$ cat config.mk
export PLATFORM = sky130hd
export DESIGN_NAME = full_adder_test_top
export DESIGN_NICKNAME = d
export VERILOG_FILES = /design/src/rtl/full_adder_test_top.sv
export SDC_FILE = /design/constraint.sdc
export NUM_CORES = 1
export LEC_CHECK = 0
export CAP_MARGIN = 20
export CELL_PAD_IN_SITES_DETAIL_PLACEMENT = 0
export CELL_PAD_IN_SITES_GLOBAL_PLACEMENT = 2
export CORE_AREA = 5 5 77 79
export CTS_CLUSTER_SIZE = 30
export DETAILED_ROUTE_END_ITERATION = 10
export DIE_AREA = 0 0 82 84
export PLACE_DENSITY_LB_ADDON = 0.2
export SLEW_MARGIN = 30
export SYNTH_ARGS = -nofsm -noshare
export SYNTH_HDL_FRONTEND = slang
export SYNTH_SLANG_ARGS = --single-unit
$ cat constraint.sdc
create_clock -name clk -period 2.7 [get_ports clk]
set_input_delay 0.54 -clock clk [delete_from_list [all_inputs] [get_ports clk]]
set_output_delay 0.54 -clock clk [all_outputs]
set_load 0.005 [all_outputs]
$ cat src/rtl/full_adder_test_top.sv
// Quiz harness: a golden and a gate-level 1-bit full adder side by side, with a clocked scoreboard.
// Optional macro FA_TEST_FAULT_INJECT_EN lets fault_inj invert the test sum to exercise the checker.
module full_adder_test_top #(
  parameter int CNT_W = 16
) (
  input  logic             clk,
  input  logic             rst,
  input  logic             a,
  input  logic             b,
  input  logic             cin,
  input  logic             fault_inj,
  output logic             out_true,
  output logic             cout_true,
  output logic             out_test,
  output logic             cout_test,
  output logic             match,
  output logic [CNT_W-1:0] vec_count,
  output logic [CNT_W-1:0] err_count,
  output logic             fail,
  output logic [2:0]       first_err_vec
);

  localparam logic [CNT_W-1:0] CNT_MAX = {CNT_W{1'b1}};

  logic s1;

  // Golden model: plain 2-bit arithmetic sum.
  assign {cout_true, out_true} = {1'b0, a} + {1'b0, b} + {1'b0, cin};

  assign s1        = a ^ b;
  assign cout_test = (a & b) | (s1 & cin);

`ifdef FA_TEST_FAULT_INJECT_EN
  assign out_test = s1 ^ cin ^ fault_inj;
`else
  logic unused_fault_inj;
  assign unused_fault_inj = fault_inj;
  assign out_test         = s1 ^ cin;
`endif

  assign match = (out_test == out_true) && (cout_test == cout_true);

  // NOTE: sequential state uses non-blocking assignments so every register sees pre-edge values.
  always_ff @(posedge clk) begin
    if (rst) begin
      vec_count     <= '0;
      err_count     <= '0;
      fail          <= 1'b0;
      first_err_vec <= 3'b000;
    end else begin
      if (vec_count != CNT_MAX) vec_count <= vec_count + CNT_W'(1);
      if (!match) begin
        if (err_count != CNT_MAX) err_count <= err_count + CNT_W'(1);
        // Only the first mismatch is captured; later ones leave the record alone.
        if (!fail) begin
          fail          <= 1'b1;
          first_err_vec <= {a, b, cin};
        end
      end
    end
  end

endmodule

Yosys cells after proc, flatten, opt, wreduce, memory -nomap -nowiden --
Index checks and enable logic that the tools add are counted.
Word-level totals: register bits 36, input port bits 6, output and inout port bits 41, word-level logic and storage cells 22
Cells by class: $add $sub $neg 4, eq/ne operators 4, bitwise logic cells 7, reduce and logical (&&, ||, !) cells 3
Operator list (number):
- $add A16 B1 Y16 const B | 2
- $ne A16 B16 Y1 const B | 2
- $reduce_and A2 Y1 | 2
- $add A1 B1 Y2 | 1
- $add A2 B1 Y2 | 1
- $and A1 B1 Y1 | 2
- $eq A1 B1 Y1 | 2
- $not A1 Y1 | 2
- $xor A1 B1 Y1 | 2
- $logic_and A1 B1 Y1 | 1
- $or A1 B1 Y1 | 1

Depth between registers and ports, before layout --
Gate-level depths: netlist (run 1).
word-level depth 7, mapped depth 7, gate-level depth less buffers 5

Worst setup path after synthesis (run 1) --
OpenSTA, ideal clock, no wires.
path kind reg2reg, start reg vec_count[0], end reg vec_count[0], setup time 0.128 ns, arrival time 1.739 ns, data required time 2.572 ns, setup slack 0.834 ns, stages on the path, launching flop included 8, path buffers 2, period minus slack after synthesis 1.866 ns, cell sequence dfxtp_1 -> ha_1 -> nand4_2 -> buf_6 -> or4_4 -> buf_6 -> xnor2_2 -> nor2_1
Between the ends: cells in the longest elaborated chain, start to end 1, elaborated cells between the ends (all ways) 2, those cells by class add/sub (1); eq/ne (1)
RTL lines:
- from (decl) | line 17 | output logic [CNT_W-1:0] vec_count,
- from (signal assigned) | line 51 | if (vec_count != CNT_MAX) vec_count <= vec_count + CNT_W'(1);
- $add A16 B1 Y16 or $ne A16 B16 Y1 (tied branches) | line 51
Parallel ways exist; a longest one is shown, timed or not. A chain may end at the register's enable or synchronous reset.

Final worst setup path (run 1) --
start in a, end out out_test
Between the ends: cells in the longest elaborated chain, start to end 2
RTL lines:
- from (decl) | line 8 | input logic a,
- $xor A1 B1 Y1 | line 30 | assign s1 = a ^ b;
- $xor A1 B1 Y1 | line 38 | assign out_test = s1 ^ cin;
- to (decl) | line 14 | output logic out_test,
No other way between the ends.

==> parameters.txt, run 1 <==
Parameter                              Value

STA
  Final clock skew ... 0.00366 ns
  Final Hold Fails ... 0
  Peak Freq ... 0.387 GHz
  Setup TNS after final layout ... 0 ns
  Final setup violation count ... 0
  Final worst path period need ... 2.59 ns
  Unrepaired setup endpoints after global routing ... no
  Slew of the pin with the lowest slew margin ... 0.524 ns
  Relative slew margins ... 64.9%
  Ratio of final minimum period to clock period ... 95.8%
  Final Max Tran Viols ... 0
  Slack of the critical path ... 0.113 ns

Finish
  Filler-free cell count of the finished design ... 259
  Number of filler cells placed in the layout ... 562
  Inserted Diodes ... 0
  Fraction of layout cells with a size suffix above 1 ... 10.7%
  Synth-to-Final Area Change ... 40.3%
  Final standard cell area without fillers ... 0.00202 sq mm
  Final net count ... 194

Setup path
  Element type at the critical path end ... primary output
  Internal reg-to-reg setup slack ... 0.64 ns
  Kind of critical path ... in -> out
  Critical path launch point type ... input port
  Reg2reg end ... vec_count[7]
  Critical path arrival ... 2.05 ns
  Required time of the critical path ... 2.16 ns
  Maximum fanout along the worst path ... 2
  Cell count of the worst reg-to-reg path ... 5
  Startpoint of the most critical register-to-register path ... vec_count[0]

Drt
  Detailed-route DRC error count ... 0
  Final WL ... 3290 um
  Routed len/inst ... 12.7 um
  DRT Pass-1 Iters ... 4
  Via-to-Cell Ratio ... 4.51
  Number of antenna-violating nets in the routed design ... 0
  Detailed Route Iter0 Violations ... 53
  Via total after detailed routing ... 1169

Power
  Internal cell power ... 748 uW
  Part of the power in the clock network ... 39.3%
  Total power consumption of the routed design ... 979 uW
  Static leakage power ... 0.000682 uW
  Fraction of power spent switching nets ... 23.6%
  Worst-case vdd ir drop ... 0.000277 V
  Portion of total power attributed to combinational logic ... 5.4%
  Net switching component of the power ... 231 uW
  Sequential group share of total power ... 55.3%
  Power density over cell area ... 484 mW/mm^2

Synthesis
  Post-Synthesis Cells ... 142
  Main synth FF type ... sky130_fd_sc_hd__dfxtp_1
  Post-synthesis cell type count ... 39
  Synthesized area per cell ... 10.2 sq um
  Number of flops mapped to enable cells by yosys ... 0
  Proportion of synthesized chip area in sequential cells ... 50.0%
  Number of warnings reported in the yosys synthesis log ... 0
  Summed instance area of the synthesized netlist ... 0.00144 sq mm
  Post-synthesis net count ... 150
  Share of synthesized registers carrying an async set or reset ... 0%
  Post-synthesis register bit count ... 36

Placement
  Final Wtd Congestion ... 0.777
  Post-placement cell count ... 251
  Pre-CTS setup slack ... 0.0995 ns
  # port buffers ... 44
  Half-perimeter wire length after placement ... 2410 um
  Total placed instance area ... 0.00193 sq mm

Global route
  First-pass GRT wire length ... 5750 um
  Met2 Resource Use GR ... 16.1%
  Routing usage on met1 ... 13.2%
  Layer with the highest usage after global routing ... met2
  Pin count of the biggest net entering global routing ... 18
  Antenna violations before repair ... 0
  GR met3 Demand/Resource ... 5.08%
  GR Overflow Total ... 0
  Tot GR Track Use ... 10.7%
  Vias in the first global route ... 1200

Die
  Horizontal die dimension ... 82 um
  Std-Cell Core Area ... 0.00527 sq mm
  Die Y ... 84 um
  Die area ... 0.00689 sq mm
  Row count ... 27
  Boundary Pins ... 47
  Effective utilization at floorplan ... 27.4%

Hold path
  Number of cells traversed by the worst hold path ... 1
  Startpoint of the worst hold path ... fail
  Hold-critical path endpoint ... fail
  Hold crit path type ... reg -> reg

Clock tree
  Total of cells resized after clock tree synthesis ... 0
  H-Tree Depth ... 2
  Clock insertion delay at the later pin of the skew report ... 0.29 ns
  Hold bufs inserted after CTS ... 0
  Postcts setup bufs ... 0
  TritonCTS sink count ... 36
  Clock root buffer ... sky130_fd_sc_hd__clkbuf_8
  Maximum number of buffers from clock root to sink ... 2
  Clock transition at the register clock pins on the worst setup and hold paths after CTS ... 0.08 ns
  Clock tree from TritonCTS ... done
  TritonCTS Buffers ... 5

Outcome
  Run status ... finished clean

Flow run
  Max cap viols ... 0
-- synth_stat cells (all sizes together), types with 2 or more instances --
library cell,n,share of area (%)
nor4,5,3.2
nor3,3,1.0
nand2,7,1.8
and4,2,1.2
nor2,8,2.1
clkbuf,4,1.0
a21oi,9,3.6
xnor2,6,4.2
nand3,6,2.4
nand4,5,3.0
or3,2,0.87
o21ai,3,1.0
buf,6,3.5
dfxtp,36,50
inv,2,0.52
o31ai,2,1.0
or4,3,1.8
nor2b,21,9.1
-- metal layers --
metal  share of wire [%]  up-vias
met5                   0        -
met4                 1.6        0
met3                 8.5        5
met2                  47       31
met1                  43      551
li1                    -      582
-- how the worst max path moves through the flow --
stage          depth (start not counted)            to  slack [ns]    startpoint
2_1_floorplan                          7  vec_count[0]        0.83  vec_count[0]
3_3_place_gp                           3      out_test        0.13             a
3_5_place_dp                           3      out_test         0.1             a
4_1_cts                                3      out_test         0.1             a
5_1_grt                                3      out_test        0.06             a
6_report                               3      out_test        0.11             a
-- power by group through the flow --
stage               clock network, uW  logic, uW  registers [uW]
finish                            385       52.8             542
global route                      424       58.3             542
CTS                               405       54.1             541
detailed placement                  0       53.9             554
global placement                    0       52.5             554
floorplan                           0       26.4             553
-- worst max-delay path, stage by stage --
cell and delay [ns]:
sky130_fd_sc_hd__clkdlybuf4s50_1 0.43, sky130_fd_sc_hd__fa_1 0.56, sky130_fd_sc_hd__clkdlybuf4s50_1 0.51
-- per-stage QoR --
step	hold WS (ns)	util, %
3_3_place_gp	0.451	36.6
4_1_cts	0.471	38.4
6_report	0.468	38.4
5_1_grt	0.475	38.4
3_5_place_dp	0.457	36.6
2_1_floorplan	0.462	-
-- logic make-up (layout without fill, tap and decap cells) --
group | count (synthesis) | count (layout) | synth area share [%]
AOI/OAI and AO/OA | 19 | 19 | 9.11
adders and majority gates | 2 | 2 | 2.26
buffers and inverters | 12 | 57 | 5.03
and+or+nand+nor | 63 | 63 | 27.1
xor gates and xnor gates | 7 | 7 | 4.77
DFF | 36 | 36 | 50.0
other | 1 | 1 | 0.260
muxes | 2 | 2 | 1.48
-- state kept, by name, summed over array words and instances, names as in the netlist --
register	flops
fail	1
first_err_vec	3
err_count	16
vec_count	16
-- final cells by class --
class	count	area (sq um)	area share, %
clock buffer	5	68.8	3.40
clock inverter	3	23.8	1.18
inverter	2	7.51	0.371
multi-input combinational	94	648	32.1
sequential	36	721	35.6
tap	72	90.1	4.46
timing repair buffer	47	463	22.9
-- cells in the final DEF, fill, tap and decap left out, types with 4 or more instances in the layout --
cell type and count:
sky130_fd_sc_hd__a21oi_1 7, sky130_fd_sc_hd__clkbuf_8 5, sky130_fd_sc_hd__clkdlybuf4s50_1 44, sky130_fd_sc_hd__dfxtp_1 36, sky130_fd_sc_hd__nand2_1 7, sky130_fd_sc_hd__nand3_1 5, sky130_fd_sc_hd__nor2_1 8, sky130_fd_sc_hd__nor2b_1 21
sky130_fd_sc_hd__nor4_1 4, sky130_fd_sc_hd__xnor2_1 5
Note: power is estimated with default switching activity, not from simulation.
==> run 2, diff against run 1 <==
--- a/config.mk
+++ b/config.mk
@@ -6,12 +6,10 @@
 export NUM_CORES = 1
 export LEC_CHECK = 0
 export CAP_MARGIN = 20
-export CELL_PAD_IN_SITES_DETAIL_PLACEMENT = 0
-export CELL_PAD_IN_SITES_GLOBAL_PLACEMENT = 2
-export CORE_AREA = 5 5 77 79
+export CORE_AREA = 5 5 63 65
 export CTS_CLUSTER_SIZE = 30
 export DETAILED_ROUTE_END_ITERATION = 10
-export DIE_AREA = 0 0 82 84
+export DIE_AREA = 0 0 68 70
 export PLACE_DENSITY_LB_ADDON = 0.2
 export SLEW_MARGIN = 30
 export SYNTH_ARGS = -nofsm -noshare
==> run 2 against run 1 <==
Against the previous run:
- flip-flop and latch count is the same
- wire length shrank 5.4%
- critical path depth is the same
- die area shrank 31%
- clock power shrank 3%
- non-clock buffer count is the same
- largest power group unchanged
- design area shrank 2.2%
- global-route usage grew 3.9 points
- first-iteration DRC count shrank 42%
- sequential power is essentially flat
- combinational power is essentially flat
- sequential share of layout area grew 0.81 points
==> parameters.txt, run 2 (synthesis gave the netlist of run 1 again) <==
Parameter                              Value

Outcome
  Run status ... finished clean (unchanged)

Placement
  # port buffers ... 44 (unchanged)
  Final Wtd Congestion ... 0.789 (was 0.777)
  Half-perimeter wire length after placement ... 2320 um (was 2410 um)
  Total placed instance area ... 0.00190 sq mm (was 0.00193 sq mm)
  Pre-CTS setup slack ... 0.124 ns (was 0.0995 ns)

STA
  Final Hold Fails ... 0 (unchanged)
  Final worst path period need ... 2.57 ns (was 2.59 ns)
  Unrepaired setup endpoints after global routing ... no (unchanged)
  Ratio of final minimum period to clock period ... 95.1% (was 95.8%)
  Peak Freq ... 0.389 GHz (was 0.387 GHz)
  Setup TNS after final layout ... 0 ns (unchanged)
  Slack of the critical path ... 0.132 ns (was 0.113 ns)
  Final setup violation count ... 0 (unchanged)
  Final clock skew ... 0.00684 ns (was 0.00366 ns)
  Final Max Tran Viols ... 0 (unchanged)

Setup path
  Required time of the critical path ... 2.16 ns (about the same)
  CP max-delay cell ... sky130_fd_sc_hd__fa_1 (unchanged)
  Buffers plus inverters on the worst setup path ... 2 (unchanged)
  Element type at the critical path end ... primary output (unchanged)
  Kind of critical path ... in -> out (unchanged)
  Cell mode on critical path ... sky130_fd_sc_hd__clkdlybuf4s50_1 (unchanged)
  Cell-by-cell trace of the critical path ... clkdlybuf4s50_1, fa_1, clkdlybuf4s50_1 (unchanged)
  Cell family with most CP delay ... buffers and inverters (unchanged)
  Critical path arrival ... 2.03 ns (was 2.05 ns)
  Critical path launch point type ... input port (unchanged)
  Delay of the slowest cell on the worst path ... 0.56 ns (about the same)
  Maximum fanout along the worst path ... 2 (unchanged)

Finish
  Final net count ... 194 (unchanged)
  Commonest cells after routing, fill and taps aside ... 44 x sky130_fd_sc_hd__clkdlybuf4s50_1, 36 x sky130_fd_sc_hd__dfxtp_1, 21 x sky130_fd_sc_hd__nor2b_1 (unchanged)
  Synth-to-Final Area Change ... 37.2% (was 40.3%)
  Leading registers by flop count ... err_count x16, vec_count x16, first_err_vec x3 (unchanged)
  Number of filler cells placed in the layout ... 293 (was 562)
  Fraction of layout cells with a size suffix above 1 ... 10.7% (unchanged)
  Inserted Diodes ... 0 (unchanged)
  Area taken by flip-flops and latches ... 721 sq um (unchanged)
  Final standard cell area without fillers ... 0.00198 sq mm (was 0.00202 sq mm)
  Most frequent standard cell in the layout excluding fill and tap cells ... sky130_fd_sc_hd__clkdlybuf4s50_1 (unchanged)
  Fin util ... 60.2% (was 38.4%)
  Combined area of the multi-input logic cells ... 648 sq um (unchanged)

Die
  Boundary Pins ... 47 (unchanged)
  Effective utilization at floorplan ... 43.9% (was 27.4%)
  Horizontal die dimension ... 68 um (was 82 um)
  Row count ... 21 (was 27)
  Die Y ... 70 um (was 84 um)
  Std-Cell Core Area ... 0.00328 sq mm (was 0.00527 sq mm)
  Die area ... 0.00476 sq mm (was 0.00689 sq mm)

Drt
  Final WL ... 3110 um (was 3290 um)
  Number of antenna-violating nets in the routed design ... 0 (unchanged)
  Routed len/inst ... 13.4 um (was 12.7 um)
  Via-to-Cell Ratio ... 5.03 (was 4.51)
  DRT Pass-1 Iters ... 4 (unchanged)
  Detailed-route DRC error count ... 0 (unchanged)
  Via total after detailed routing ... 1173 (was 1169)
  Detailed Route Iter0 Violations ... 31 (was 53)

Global route
  First-pass GRT wire length ... 5350 um (was 5750 um)
  Antenna violations before repair ... 0 (unchanged)
  Met2 Resource Use GR ... 24.2% (was 16.1%)
  GR Overflow Total ... 0 (unchanged)
  Pin count of the biggest net entering global routing ... 16 (was 18)
  Layer with the highest usage after global routing ... met2 (unchanged)
  Tot GR Track Use ... 14.6% (was 10.7%)
  Vias in the first global route ... 1198 (was 1200)
  GR met3 Demand/Resource ... 4.49% (was 5.08%)
  Routing usage on met1 ... 16.8% (was 13.2%)

Power
  Internal cell power ... 759 uW (was 748 uW)
  Worst-case vdd ir drop ... 0.000354 V (was 0.000277 V)
  Part of the power in the clock network ... 38.5% (was 39.3%)
  Sequential group share of total power ... 56.0% (was 55.3%)
  Fraction of power spent switching nets ... 21.5% (was 23.6%)
  Static leakage power ... 0.000683 uW (was 0.000682 uW)
  Power density over cell area ... 489 mW/mm^2 (was 484 mW/mm^2)
  Net switching component of the power ... 208 uW (was 231 uW)
  Portion of total power attributed to combinational logic ... 5.5% (was 5.4%)

Clock tree
  Clock tree from TritonCTS ... done (unchanged)
  Postcts setup bufs ... 0 (unchanged)
  H-Tree Depth ... 2 (unchanged)
  Clock root buffer ... sky130_fd_sc_hd__clkbuf_4 (was sky130_fd_sc_hd__clkbuf_8)
  Clock insertion delay at the later pin of the skew report ... 0.33 ns (was 0.29 ns)
  Maximum number of buffers from clock root to sink ... 2 (unchanged)
  Hold bufs inserted after CTS ... 0 (unchanged)
  TritonCTS sink count ... 36 (unchanged)
  Clock transition at the register clock pins on the worst setup and hold paths after CTS ... 0.10 ns (was 0.08 ns)
  Total of cells resized after clock tree synthesis ... 0 (unchanged)
  TritonCTS Buffers ... 5 (unchanged)

Flow run
  Max cap viols ... 0 (unchanged)

Hold path
  Hold crit path type ... reg -> reg (unchanged)
[run 2: worst register-to-register path, stage by stage, from the launching register on]
cell and delay, ns:
sky130_fd_sc_hd__dfxtp_1 0.49, sky130_fd_sc_hd__ha_1 0.26, sky130_fd_sc_hd__nand4_2 0.32, sky130_fd_sc_hd__nor4_4 0.29
sky130_fd_sc_hd__buf_4 0.20, sky130_fd_sc_hd__nor4_1 0.07, sky130_fd_sc_hd__mux2_1 0.30
[run 2: final timing paths]
path,start,end,slack (ns),cells past startpoint
max,a,out_true,0.13,3
min,first_err_vec[1],first_err_vec[1],0.47,1
max reg2reg,vec_count[0],vec_count[7],0.67,6
min reg2reg,first_err_vec[1],first_err_vec[1],0.47,1
[run 2: cell type report]
class                   count  share of cell area (%)
repair buffers             47                    23.4
clock inverters             3                    2.15
flip-flops and latches     36                    36.5
clock buffers               5                    1.90
inverters                   2                   0.380
multi-input cells          94                    32.8
well taps                  46                    2.91
[run 2: stage by stage]
step / power (uW) / instances / hold WS, ns
global route: 1010 / 233 / 0.486
detailed placement: 608 / 225 / 0.456
global placement: 606 / 225 / 0.453
CTS: 982 / 233 / 0.476
finish: 967 / 233 / 0.472
floorplan: 579 / 142 / 0.462
[run 2: power groups by stage]
stage,Combinational [uW],Sequential (uW),Clock (uW)
after global placement,51.8,554,0
after CTS,53.8,542,386
after global routing,58.1,544,407
after floorplan,26.4,553,0
final,52.8,542,372
after detailed placement,53.8,554,0
[run 2: routing by layer]
metal	wire, um	vias to the layer above
li1	-	581
met1	1310	563
met2	1600	25
met3	157	4
met4	44	0
met5	0	-
